## src/rtl/add128_slice_seq.sv

```systemverilog
// add128_slice_seq: slice-serial sequencer in front of an external 7-bit slice adder.
// It takes a WIDTH-bit operand pair, sends it to the slice adder one SLICE-bit slice per
// clock (LSB slice first), ripples the carry between slices, and returns the packed sum.
// Ports:
//   clk, rst_n              clock, asynchronous active-low reset
//   in_valid/in_ready       operand handshake; in_a, in_b are the operands
//   slice_a/slice_b         slice operands sent to the slice adder; slice_en marks a live slice
//   slice_f                 slice adder result (SLICE+1 bits, combinational, same cycle)
//   out_valid/out_ready     result handshake; out_sum is the sum mod 2^WIDTH, out_cout is bit WIDTH
module add128_slice_seq #(
   parameter int unsigned WIDTH = 128,
   parameter int unsigned SLICE = 7
) (
   input  logic             clk,
   input  logic             rst_n,
   input  logic             in_valid,
   output logic             in_ready,
   input  logic [WIDTH-1:0] in_a,
   input  logic [WIDTH-1:0] in_b,
   output logic [SLICE-1:0] slice_a,
   output logic [SLICE-1:0] slice_b,
   input  logic [SLICE:0]   slice_f,
   output logic             slice_en,
   output logic             out_valid,
   input  logic             out_ready,
   output logic [WIDTH-1:0] out_sum,
   output logic             out_cout
);

   localparam int unsigned NUM_SLICES = (WIDTH + SLICE - 1) / SLICE;
   localparam int unsigned PAD_W      = NUM_SLICES * SLICE;
   localparam int unsigned SF_W       = SLICE + 1;
   localparam int unsigned IDX_W      = (NUM_SLICES > 1) ? $clog2(NUM_SLICES) : 1;
   localparam logic [IDX_W-1:0] LAST_IDX = IDX_W'(NUM_SLICES - 1);

   typedef enum logic [1:0] {IDLE, RUN, DONE} state_e;

   state_e             state_q, state_d;
   logic [IDX_W-1:0]   idx_q, idx_d;
   logic               carry_q, carry_d;
   logic [PAD_W-1:0]   a_pad_q, a_pad_d;
   logic [PAD_W-1:0]   b_pad_q, b_pad_d;
   logic [PAD_W-1:0]   sum_pad_q, sum_pad_d;
   logic               in_ready_q, in_ready_d;
   logic               out_valid_q, out_valid_d;
   logic               slice_en_q, slice_en_d;
   logic [SLICE-1:0]   slice_a_q, slice_a_d;
   logic [SLICE-1:0]   slice_b_q, slice_b_d;
   logic [SLICE:0]     r;

   // State and datapath registers
   always_ff @(posedge clk or negedge rst_n) begin
      if (!rst_n) begin
         state_q     <= IDLE;
         idx_q       <= '0;
         carry_q     <= 1'b0;
         a_pad_q     <= '0;
         b_pad_q     <= '0;
         sum_pad_q   <= '0;
         in_ready_q  <= 1'b1;
         out_valid_q <= 1'b0;
         slice_en_q  <= 1'b0;
         slice_a_q   <= '0;
         slice_b_q   <= '0;
      end else begin
         state_q     <= state_d;
         idx_q       <= idx_d;
         carry_q     <= carry_d;
         a_pad_q     <= a_pad_d;
         b_pad_q     <= b_pad_d;
         sum_pad_q   <= sum_pad_d;
         in_ready_q  <= in_ready_d;
         out_valid_q <= out_valid_d;
         slice_en_q  <= slice_en_d;
         slice_a_q   <= slice_a_d;
         slice_b_q   <= slice_b_d;
      end
   end

   // Next-state, slice accumulation and registered-output decode
   always_comb begin
      state_d   = state_q;
      idx_d     = idx_q;
      carry_d   = carry_q;
      a_pad_d   = a_pad_q;
      b_pad_d   = b_pad_q;
      sum_pad_d = sum_pad_q;
      r         = '0;

      case (state_q)
         IDLE: begin
            if (in_valid && in_ready_q) begin
               a_pad_d = PAD_W'(in_a);
               b_pad_d = PAD_W'(in_b);
               idx_d   = '0;
               carry_d = 1'b0;
               state_d = RUN;
            end
         end
         RUN: begin
            // 127 + 127 + 1 = 255 fits in SLICE+1 bits, so no overflow here
            r = slice_f + SF_W'(carry_q);
            sum_pad_d[idx_q*SLICE +: SLICE] = r[SLICE-1:0];
            carry_d = r[SLICE];
            if (idx_q == LAST_IDX) begin
               state_d = DONE;
            end else begin
               idx_d = idx_q + IDX_W'(1);
            end
         end
         DONE: begin
            if (out_ready) begin
               state_d = IDLE;
            end
         end
         default: state_d = IDLE;
      endcase

      // Outputs are decoded from the next state so they leave the flops aligned with it
      in_ready_d  = (state_d == IDLE);
      out_valid_d = (state_d == DONE);
      slice_en_d  = (state_d == RUN);
      slice_a_d   = slice_en_d ? a_pad_d[idx_d*SLICE +: SLICE] : '0;
      slice_b_d   = slice_en_d ? b_pad_d[idx_d*SLICE +: SLICE] : '0;
   end

   assign in_ready  = in_ready_q;
   assign out_valid = out_valid_q;
   assign slice_en  = slice_en_q;
   assign slice_a   = slice_a_q;
   assign slice_b   = slice_b_q;
   assign out_sum   = sum_pad_q[WIDTH-1:0];
   // Operand padding is zero, so only bit WIDTH of the padded top can be set: the OR is the carry-out
   assign out_cout  = |sum_pad_q[PAD_W-1:WIDTH];

endmodule

```

## config.mk

```make
export PLATFORM = sky130hd
export DESIGN_NAME = add128_slice_seq
export DESIGN_NICKNAME = d
export VERILOG_FILES = /design/src/rtl/add128_slice_seq.sv
export SDC_FILE = /design/constraint.sdc
export NUM_CORES = 1
export LEC_CHECK = 0
export ABC_AREA = 1
export CAP_MARGIN = 20
export CORE_MARGIN = 5
export CORE_UTILIZATION = 47
export CTS_CLUSTER_SIZE = 24
export DETAILED_ROUTE_END_ITERATION = 8
export PLACE_DENSITY = 0.77
export SLEW_MARGIN = 10
export SYNTH_ARGS = -nofsm -noshare
export SYNTH_HDL_FRONTEND = slang
export SYNTH_SLANG_ARGS = --single-unit
```

## constraint.sdc

```tcl
create_clock -name clk -period 2.6 [get_ports clk]
set_clock_uncertainty 0.1 [all_clocks]
set_input_delay 0.39 -clock clk [delete_from_list [all_inputs] [get_ports clk]]
set_output_delay 0.39 -clock clk [all_outputs]
set_load 0.02 [all_outputs]
```

---- After elaboration in Yosys (flattened, before gate mapping) ----
Index checks and enable logic that the tools add are counted.
word-level totals
  flip-flop bits (word level) ............. 424
  logic and storage cells ................. 48
  input bits .............................. 268
cells by class
  eq/ne operators ......................... 6
  shift operators ......................... 4
  add/sub/neg operators ................... 3
  multiply operators ...................... 2
  multiplexer cells ....................... 16
  reduce and logical (&&, ||, !) cells .... 6
operator list
  cell                                                    number
  two-way mux 133 bit                                     4
  variable part select 133 x 9 -> 7 bit                   2
  bitwise mux 133 bit                                     1
  variable shift 7 x 34 -> 133 bit, first input constant  1
  variable part select 7 x 34 -> 133 bit                  1
  negator 8 -> 34 bit                                     1
  multiplier 5 x 3 -> 8 bit, second input constant        2
  two-way mux 7 bit                                       2
  two-way mux 5 bit                                       2
  case mux 5 bit (2 select lines)                         1
  adder 8 x 1 -> 8 bit                                    1
  two-way mux 2 bit                                       3
  case mux 2 bit (3 select lines)                         1
  adder 5 x 1 -> 5 bit, second input constant             1
  equality test 5 bit, second input constant              1
  OR reduction 5 bit                                      1
  equality test 2 x 1 -> 1 bit, second input constant     2
  equality test 2 bit, second input constant              2
  zero test 2 bit                                         2
  != test 2 bit, second input constant                    1
  case mux 1 bit (2 select lines)                         1
  AND reduction 2 bit                                     1
  nonzero test 2 bit                                      1
  logical AND 1 bit                                       1
  two-way mux 1 bit                                       1

---- Logic depth before layout (Yosys ltp) ----
Gate-level depths: netlist (run 1).
  word-level depth ........................ 6
  depth in mapped cells ................... 21
  depth with buffers taken out ............ 17

---- Worst setup path after synthesis (run 1) ----
Ideal clock, no wire load.
  kind .................................... flip-flop to flip-flop
  start ................................... register idx_q[0]
  end ..................................... register sum_pad_q[130]
  period minus slack after synthesis ...... 2.704 ns
  required time ........................... 2.367 ns
  setup slack ............................. -0.104 ns
  arrival time ............................ 2.471 ns
  cell stages (with the launch flop) ...... 15
  cells stage by stage .................... dfrtp_1 > buf_2 > inv_1 > buf_1 > ha_1 > xnor2_4 > inv_1 > nor3_1 > inv_1 > nor2_1 > inv_1 > nor2_1 > inv_1 > nand2_1 > o21ai_0
on the way
  longest elaborated chain between the ends .. 4
  elaborated cells on any way between the ends .. 5
  those cells by class .................... add/sub: 1; mul: 1; shift: 2; mux: 1
RTL lines
  element                                                                                     RTL line  RTL
  from (decl)                                                                                 39        logic [IDX_W-1:0] idx_q, idx_d;
  from (signal assigned)                                                                      67        idx_q <= idx_d;
  multiplier 5 x 3 -> 8 bit (*)                                                               103       sum_pad_d[idx_q*SLICE +: SLICE] = r[SLICE-1:0];
  negator 8 -> 34 bit (*)                                                                     103
  variable part select 7 x 34 -> 133 bit or variable shift 7 x 34 -> 133 bit (tied branches)  103
  bitwise mux 133 bit (*)                                                                     103
  to (signal assigned)                                                                        71        sum_pad_q <= sum_pad_d;
  to (decl)                                                                                   43        logic [PAD_W-1:0] sum_pad_q, sum_pad_d;
Mark *: on every way between the ends. The rest lies on a longest branch, timed or not.
A chain may end at the register's enable or synchronous reset.

---- Worst setup path in the final report (run 1) ----
  start ................................... register in_ready_q, in the netlist in_ready
  end ..................................... register slice_a_q[2], in the netlist slice_a[2]
on the way
  longest elaborated chain between the ends .. 6
  elaborated cells on any way between the ends .. 11
  those cells by class .................... mul: 1; eq/ne: 1; shift: 1; mux: 7; reduce/logical: 1
RTL lines
  element                                RTL line  RTL
  from (decl)                            44        logic in_ready_q, in_ready_d;
  from (signal assigned)                 72        in_ready_q <= in_ready_d;
  logical AND 1 bit (*)                  92        if (in_valid && in_ready_q) begin
  two-way mux 5 bit                      92
  case mux 5 bit (2 select lines)        90        case (state_q)
  multiplier 5 x 3 -> 8 bit              123       slice_a_d = slice_en_d ? a_pad_d[idx_d*SLICE +: SLICE] : '0;
  variable part select 133 x 9 -> 7 bit  123
  two-way mux 7 bit (*)                  123
  named net slice_a_d[2]                 47        logic [SLICE-1:0] slice_a_q, slice_a_d;
  to (signal assigned)                   75        slice_a_q <= slice_a_d;
  to (decl)                              47
The timed path passes the listed nets; every way through them passes the cells marked *.

==> flow_summary.ini, run 1 <==
[run_status]
status = complete, no violations

[timing]
layout_worst_path_cycle_share_pct = 96.5
setup_tns_ps = 0
relSlewSlack_pct = 49.2
finalHoldViolations = 0
rsz0062_at_grt = yes
setup_viol = 0
timing.fmax_mhz = 399
period_needed_ps = 2510
slew_viol_final = 0
tightestPinTransition_ps = 762

[drt]
routed.top_layer = met5
vias = 18382
routed_wl_um = 66500
wl_per_cell_um = 19.3
ant_nets = 0
met1_length_um = 26800
dr_wl_met3_um = 5950
drc = 0
dr.first_iter.drc_count = 2088
wl_met2_um = 30900
viasPerCell = 5.34
first_pass_iters = 5

[floorplan]
die_w_um = 216
floorplan.die_area_mm2 = 0.0468
rows = 75
core_mm2 = 0.0420
die_y_um = 216
initial_core_util_pct = 47.6
io_pins = 414

[synth]
yosys.area.top_type_share_pct = 52.9
avgSynthCellArea_um2 = 7.91
yosys_warnings = 0
ys_top_cells_by_count = nand2_1, dfrtp_1, nand3_1
ys_seq_area_share_pct = 53.0
synth-seq-cells = 424
synth_top_cells_by_area = dfrtp_1, nand2_1, buf_4
yosysMostFrequentCell = nand2_1
synth_ff_type = dfrtp_1
yosys.area.top_type = dfrtp_1
synth_edf_count = 0
syn_area_mm2 = 0.0200
yosysUniqueCellTypes = 38
syn-num-nets = 2807
synthArstFlopShare_pct = 100
syn_inst = 2532

[finish]
multiInputGateArea_mm2 = 0.00730
nNetsFinal = 3144
area_delta_synth_final_pct = 31.9
fill_cells = 3464
drive_above_1_share_pct = 9.09
seq_area_mm2 = 0.0106

[setup_path]
critPathRequiredTime_ps = 2940
slowest_stage = dfstp_2
end_kind = flip-flop
arrival_ps = 2850
cp_slowest_stage_delay_ps = 530
crit_chain = nand2_1 > a21oi_2 > nand3_4 > nand2_8 > clkinv_8 > buf_12 > buf_4 > nand2_1 > nand3_1 > nand3_1 > nand3_1 > nand2_1 > a21oi_1
crit_path_max_fanout = 6
path_class = flip-flop to flip-flop
setup.worst_path.start_class = flip-flop

[power_and_ir_drop]
seqPwrFrac_pct = 27.9
comb_power_share_pct = 54.9
ir_drop_uv = 708
p_int_mw = 22.0
p_sw_share_pct = 43.5
p_leak_nw = 13.2
power_mw = 39.0
p_sw_mw = 17.0
p_clk_share_pct = 17.2
p_per_area_mw_per_mm2 = 1480

[clock_network]
clock_latency_ps = 580
cts-root-buf = clkbuf_16
clkSlewWorstSetupHoldPaths_ps = 70
cts_sinks = 424
cts.path.max_buffers = 3
cts_htree_levels = 2
tritoncts = done
cts_buffers = 45

[global_route]
grtUsageTotal_pct = 27.4
grt_pass1_wl_um = 103000
grt_max_degree = 83
antenna_found_initial = 5
grt_pass1_vias = 18325
overflow = 0

[place]
gp_congestion = 0.948
dp_hpwl_um = 48500
numPortBuffers = 413

[job]
maxCapViolations = 0

[worst_hold_path]
hold_class = input pin to flip-flop
==> stage by stage <==
step	setup slack, ps	instance area, um2	util [%]	hold slack (ps)	instances
3_5_place_dp	-170	24600	58.6	361	3355
2_1_floorplan	28.6	20000	-	-5.59	2532
5_1_grt	-72.1	26400	62.8	261	3445
6_report	91.7	26400	62.8	267	3445
3_3_place_gp	-144	24600	58.6	358	3355
4_1_cts	29.9	26200	62.3	248	3438
==> power by group through the flow <==
stage               Combinational, mW  Clock (mW)  Sequential (mW)
floorplan                        13.2           0             10.7
global placement                 20.0           0             10.8
detailed placement               20.4           0             10.9
CTS                              20.6        6.78             10.9
global route                     23.3        7.05             11.2
finish                           21.4        6.70             10.9
==> layout make-up <==
class / instances / share of cell area [%]
Antenna cell: 2 / 0.0190
Clock buffer: 65 / 5.13
Inverter: 144 / 2.10
Sequential cell: 424 / 40.2
Timing Repair Buffer: 556 / 21.6
Clock inverter: 17 / 0.739
Tap cell: 539 / 2.55
Multi-Input combinational cell: 1698 / 27.6
==> placed cells by master, fill, tap and decap left out, types with 11 or more instances in the layout <==
cell type,netlist,routed
o211ai_1,11,11
nand3_1,196,194
buf_4,143,103
o21ai_0,155,154
nor3_1,14,14
clkinv_2,0,11
clkbuf_16,0,50
buf_12,0,30
clkbuf_8,0,11
inv_1,138,138
dfrtp_1,423,423
nand2_1,1207,1200
or2_2,12,12
a21oi_1,21,21
clkdlybuf4s50_1,0,412
nor2_1,31,30
==> sequential cells by signal, summed over array words and instances (netlist names), 2 cells and up <==
| signal | flops |
|---|---|
| a_pad_q | 133 |
| b_pad_q | 133 |
| idx_q | 5 |
| slice_a | 7 |
| slice_b | 7 |
| state_q | 2 |
| sum_pad_q | 133 |
==> what timing repair did <==
| action | in CTS | in global routing |
|---|---|---|
| resized for setup | 0 | 24 |
| endpoints found under the hold margin | 66 | 0 |
| hold buffers | 1 | 0 |
| buffers inserted | 0 | 2 |
| setup endpoints to repair | 0 | 115 |
==> per-layer routing <==
metal / vias to the layer above / global-route usage, %
met5: - / 0
met4: 6 / 10.4
met3: 185 / 5.57
met2: 947 / 44.0
met1: 8812 / 37.1
li1: 8432 / -
==> worst paths after layout <==
path                           endpoint  slack [ps]         start  cells past startpoint
setup / recovery             slice_a[2]          90      in_ready                     13
hold / removal               b_pad_q[8]         270       in_b[8]                      3
setup reg to reg             slice_a[2]          90      in_ready                     13
hold reg to reg            a_pad_q[123]         380  a_pad_q[123]                      2
max in group asynchronous   a_pad_q[15]        1260         rst_n                      3
min in group asynchronous   b_pad_q[74]         330         rst_n                      2
==> critical path: cells and delay by family, from the launching register on <==
kind	cells	cell delay, ps
AND/OR/NAND/NOR	8	1000
flip-flops	1	530
buffers and inverters	3	430
AO/OA/AOI/OAI	2	320
==> cell families (layout without fill, tap and decap cells) <==
family	count (synthesis)	count (layout)	share of synthesized area (%)
other cells	0	2	0
xor+xnor	6	6	0.356
mux	7	7	0.356
fa+ha+maj	7	7	0.437
buf+inv	410	782	11.1
compound gates	204	204	5.39
simple gates	1474	1474	29.4
flops	424	424	53.0
Note: power is estimated with default switching activity, not from simulation.
==> run 2: changes to the inputs <==
Settings changed: CORE_UTILIZATION 47 to 52, PLACE_DENSITY 0.77 to 0.81.
Clock period 2.6 ns to 2.8 ns, I/O delays scaled along.
==> run 2 against run 1 <==
Against the previous run: global-route usage rose by 1.9 points; largest power group unchanged; highest routed layer is now met4; final area is 2.9% lower; clock power is 11% lower; non-clock buffer count is 52 lower; sequential share of layout area increased by 1.2 points; flip-flop and latch count unchanged; wire length fell by 5.2%.
==> flow_summary.ini, run 2 (synthesis results as in run 1) <==
[timing]
finalHoldViolations = 0
setup_viol = 0
period_needed_ps = 2700
slew_viol_final = 0
tightestPinTransition_ps = 595
relSlewSlack_pct = 60.3
timing.fmax_mhz = 371
rsz0062_at_grt = yes
fin_ws_ps = 102
layout_worst_path_cycle_share_pct = 96.4

[floorplan]
core_mm2 = 0.0378
io_pins = 414
rows = 71
floorplan.die_area_mm2 = 0.0425
die_y_um = 206
die_w_um = 206
initial_core_util_pct = 52.9

[finish]
multiInputGateArea_mm2 = 0.00724
nNetsFinal = 3091
final_cell_mix = nand2_1, dfrtp_1, clkdlybuf4s50_1, nand3_1, o21ai_0
fill_cells = 3025
seq_area_mm2 = 0.0106
drive_above_1_share_pct = 7.02
final_common_cell = nand2_1
area_delta_synth_final_pct = 28.1
top_regs = a_pad_q: 133 flops, b_pad_q: 133 flops, sum_pad_q: 133 flops
fin_area_mm2 = 0.0256

[place]
post_dp_cell_area_mm2 = 0.0241
post-place-ws_ps = -155
gp_congestion = 0.881
numPortBuffers = 413
dp_hpwl_um = 46600

[clock_network]
clkSlewWorstSetupHoldPaths_ps = 70
clock_latency_ps = 540
cts.path.max_buffers = 3
cts_htree_levels = 2
postCtsSetupBuffers = 0
cts_buffers = 44
tritoncts = done
cts_sinks = 424
cts-root-buf = clkbuf_16

[setup_path]
slowest_stage = dfstp_2
crit_top_cell = nand2_1
arrival_ps = 3050
crit_path_max_fanout = 16
crit_chain = nand2_1 > a21oi_2 > nand3_1 > nand2_4 > buf_4 > buf_6 > nand2_1 > o211ai_1 > nand2_1 > nand2_1 > nand2_1 > inv_1 > nand2_1 > a21oi_1
setup.worst_path.start_class = flip-flop
cp_slowest_stage_delay_ps = 560
critPathRequiredTime_ps = 3160
end_kind = flip-flop
path_class = flip-flop to flip-flop

[drt]
viasPerCell = 5.31
routed_wl_um = 63000
first_pass_iters = 6
wl_per_cell_um = 18.7
dr.first_iter.drc_count = 1713
drc = 0
vias = 17862
ant_nets = 0

[global_route]
overflow = 0
grt_max_degree = 86
grt_pass1_vias = 18008
antenna_found_initial = 3
grt_pass1_wl_um = 98500
grtUsageTotal_pct = 29.3

[run_status]
status = complete, no violations

[job]
maxCapViolations = 0

[power_and_ir_drop]
ir_drop_uv = 1150
p_clk_share_pct = 17.3
comb_power_share_pct = 53.3
p_leak_nw = 12.8
p_sw_mw = 15.2
seqPwrFrac_pct = 29.4
p_sw_share_pct = 44.2
p_per_area_mw_per_mm2 = 1340
p_int_mw = 19.2

[worst_hold_path]
hold_class = input pin to flip-flop
## run 2: changes by cell type in the layout (fill, tap and decap cells not counted), moves of 4 or more
cell / delta
buf_12: -5
clkinv_2: -4
buf_4: -39
clkbuf_1: +5
nand2_1: +4
clkbuf_16: -6
## run 2: cell type report
class                           count  area share [%]
Inverter                          144            2.11
Tap cell                          511            2.49
Sequential cell                   424            41.4
Timing Repair Buffer              504            20.0
Clock buffer                       65            4.95
Multi-Input combinational cell   1698            28.2
Antenna cell                        3          0.0293
Clock inverter                     14           0.756
## run 2: repair_timing
item	CTS	global route
hold endpoints to repair	62	0
hold buffers	1	0
gates resized for setup	0	6
endpoints found under the setup margin	0	14
## run 2: path summary, 6_finish.rpt
check / startpoint / slack, ps / cells after the start / end
worst min register to register: b_pad_q[25] / 380 / 2 / b_pad_q[25]
worst min-delay path: in_b[98] / 330 / 3 / b_pad_q[98]
worst max-delay path: in_ready / 100 / 14 / slice_a[0]
min in group asynchronous: rst_n / 340 / 2 / sum_pad_q[80]
worst max register to register: in_ready / 100 / 14 / slice_a[0]
max in group asynchronous: rst_n / 1330 / 3 / a_pad_q[3]
## run 2: per-stage QoR
step	total power, mW	hold WS, ps	instances	util (%)	setup TNS (ps)
3_3_place_gp	27.7	333	3280	63.8	-101
6_report	34.4	334	3363	67.8	0
2_1_floorplan	22.1	24.4	2532	-	0
3_5_place_dp	28.2	337	3280	63.8	-233
5_1_grt	36.7	340	3363	67.8	-9.75
4_1_cts	34.3	321	3360	67.7	0
## run 2: routing by layer
layer  global-route usage (%)  wire length (um)
met1                     39.7             25100
met2                     47.6             29600
met3                     4.63              5320
met4                     12.0              2920
met5                        0                 0
## run 2: power by group through the flow
| stage | registers (mW) | logic [mW] | clock network (mW) |
|---|---|---|---|
| 2_1_floorplan | 9.92 | 12.2 | 0 |
| 3_5_place_dp | 10.2 | 18.0 | 0 |
| 5_1_grt | 10.4 | 20.1 | 6.26 |
| 4_1_cts | 10.1 | 18.2 | 5.99 |
| 6_report | 10.1 | 18.3 | 5.94 |
| 3_3_place_gp | 10.1 | 17.7 | 0 |
## run 2: worst max-delay path: cells and delay by family (launching register included)
| family | cells | cell delay, ps |
|---|---|---|
| buffers and inverters | 3 | 450 |
| and+or+nand+nor | 8 | 970 |
| DFF | 1 | 560 |
| AOI/OAI and AO/OA | 3 | 500 |
==> run 3: changes to the inputs <==
Settings changed: SETUP_SLACK_MARGIN set to 0.4.
==> run 3 against run 2 <==
Against the previous run: clock power increased by 3%; maximum frequency is 15% higher; count of clock-buffer cells in the layout decreased by 1; sequential power hardly changed; sequential share of layout area fell by 1.1 points; first-iteration DRC count increased by 0.35%; critical path type unchanged.
==> flow_summary.ini, run 3 (synthesis results as in run 1) <==
[run_status]
status = complete, no violations

[place]
gp_congestion = 0.937
numPortBuffers = 413
post-place-ws_ps = -34.4
placed_cells = 3275
dp_hpwl_um = 46600

[drt]
viasPerCell = 5.41
vias = 18320
first_pass_iters = 5
wl_per_cell_um = 19.5
dr.first_iter.drc_count = 1719
ant_nets = 0
routed_wl_um = 66200
drc = 0

[floorplan]
initial_core_util_pct = 52.9
die_y_um = 206
rows = 71
floorplan.die_area_mm2 = 0.0425
core_mm2 = 0.0378
die_w_um = 206
io_pins = 414

[power_and_ir_drop]
ir_drop_uv = 1220
p_per_area_mw_per_mm2 = 1360
p_leak_nw = 13.1

[setup_path]
crit_path_max_fanout = 15
arrival_ps = 2650
end_kind = flip-flop
reg2reg_depth = 13
path_class = flip-flop to flip-flop
reg2reg_from = idx_q[0]
critPathRequiredTime_ps = 3110
setup.worst_path.start_class = flip-flop
r2r_slack_ps = 460
r2r-end = sum_pad_q[92]

[finish]
final_cells = 3389
area_delta_synth_final_pct = 31.6
top_regs = a_pad_q: 133 flops, b_pad_q: 133 flops, sum_pad_q: 133 flops
final_common_cell = nand2_1
drive_above_1_share_pct = 9.13
nNetsFinal = 3113
final_cell_mix = nand2_1, dfrtp_1, clkdlybuf4s50_1, nand3_1, o21ai_0

[clock_network]
cts-root-buf = clkbuf_16
cts_buffers = 44
cts_sinks = 424
clkSlewWorstSetupHoldPaths_ps = 60
tritoncts = done
clock_latency_ps = 540
cts_htree_levels = 2
cts.path.max_buffers = 3

[timing]
tightestPinTransition_ps = 684
relSlewSlack_pct = 54.4
fin_ws_ps = 459
finalHoldViolations = 0
timing.fmax_mhz = 427
setup_viol = 0
rsz0062_at_grt = yes
holdWs_ps = 318
period_needed_ps = 2340
slew_viol_final = 0
layout_worst_path_cycle_share_pct = 83.6

[global_route]
grt_max_degree = 74
grt_pass1_wl_um = 100000
antenna_found_initial = 7
grt_pass1_vias = 18356
overflow = 0
grtUsageTotal_pct = 30.0

[job]
maxCapViolations = 0

[worst_hold_path]
hold_class = input pin to asynchronous set/reset pin
-- run 3: changes by cell type in the layout (fill, tap and decap cells not counted), moves of 5 or more --
cell       delta
buf_12        +5
clkbuf_1      -6
clkbuf_16     +5
inv_1         -9
inv_2         +6
nand2_1      -10
nand2_2       +7
nand3_1      -10
nand3_2       +8
o21ai_0       -8
o21ai_1       +7
-- run 3: layout make-up --
| type | instances | area [um2] |
|---|---|---|
| multi-input cells | 1698 | 7400 |
| repair buffers | 526 | 5600 |
| inverters | 144 | 557 |
| diodes | 7 | 17.5 |
| clock buffers | 64 | 1330 |
| flip-flops and latches | 424 | 10600 |
| fillers | 2840 | 11500 |
| clock inverters | 15 | 193 |
| well taps | 511 | 639 |
-- run 3: layer usage --
layer  track usage, %  vias up  wire length [um]  share of wire (%)
met1             39.5     8673             25500                 38
met5                0        -                68               0.10
met3             6.70      210              6650                 10
met2             47.6     1053             30800                 46
li1                 -     8374                 -                  -
met4             13.9       10              3250                4.9
-- run 3: power by group --
part | leakage (nW) | internal, mW | total, mW | switching, mW
sequential | 5.18 | 8.95 | 10.1 | 1.18
combinational | 7.18 | 7.49 | 19.6 | 12.1
clock | 0.741 | 3.66 | 6.10 | 2.44
-- run 3: how the worst max path moves through the flow --
| stage | startpoint | end | slack (ps) | cells past startpoint |
|---|---|---|---|---|
| floorplan | idx_q[0] | slice_a[1] | 450 | 21 |
| global placement | in_valid | slice_b[3] | -9 | 15 |
| detailed placement | in_valid | slice_a[4] | -30 | 13 |
| CTS | idx_q[0] | slice_b[6] | 380 | 13 |
| global route | idx_q[0] | sum_pad_q[36] | 280 | 12 |
| finish | idx_q[0] | sum_pad_q[92] | 460 | 13 |
-- run 3: stage by stage --
| stage | instance area [um2] | TNS, ps | total power [mW] | utilization [%] |
|---|---|---|---|---|
| finish | 26400 | 0 | 35.8 | 69.6 |
| detailed placement | 24200 | -89.4 | 28.0 | 63.9 |
| floorplan | 20100 | 0 | 22.2 | - |
| CTS | 26000 | 0 | 35.0 | 68.6 |
| global placement | 24200 | -9.09 | 27.5 | 63.9 |
| global route | 26300 | 0 | 38.0 | 69.6 |
-- run 3: worst max-delay path: stages, from the launching register on --
cell and delay (ps):
dfrtp_1 380, inv_2 70, buf_6 180, ha_4 200, nand2_1 70, nand2_1 80
nand2_1 70, nor2_1 90, inv_1 100, nor2_2 110, buf_4 190, nand2_1 290
nand2_1 160, o21ai_0 90
-- run 3: what timing repair did --
action	4_1_cts	5_1_grt
gates cloned	4	5
hold endpoints to repair	62	0
pin swaps	3	8
setup endpoints to repair	82	98
hold buffers	1	0
resized for setup	22	53
setup buffers	2	16
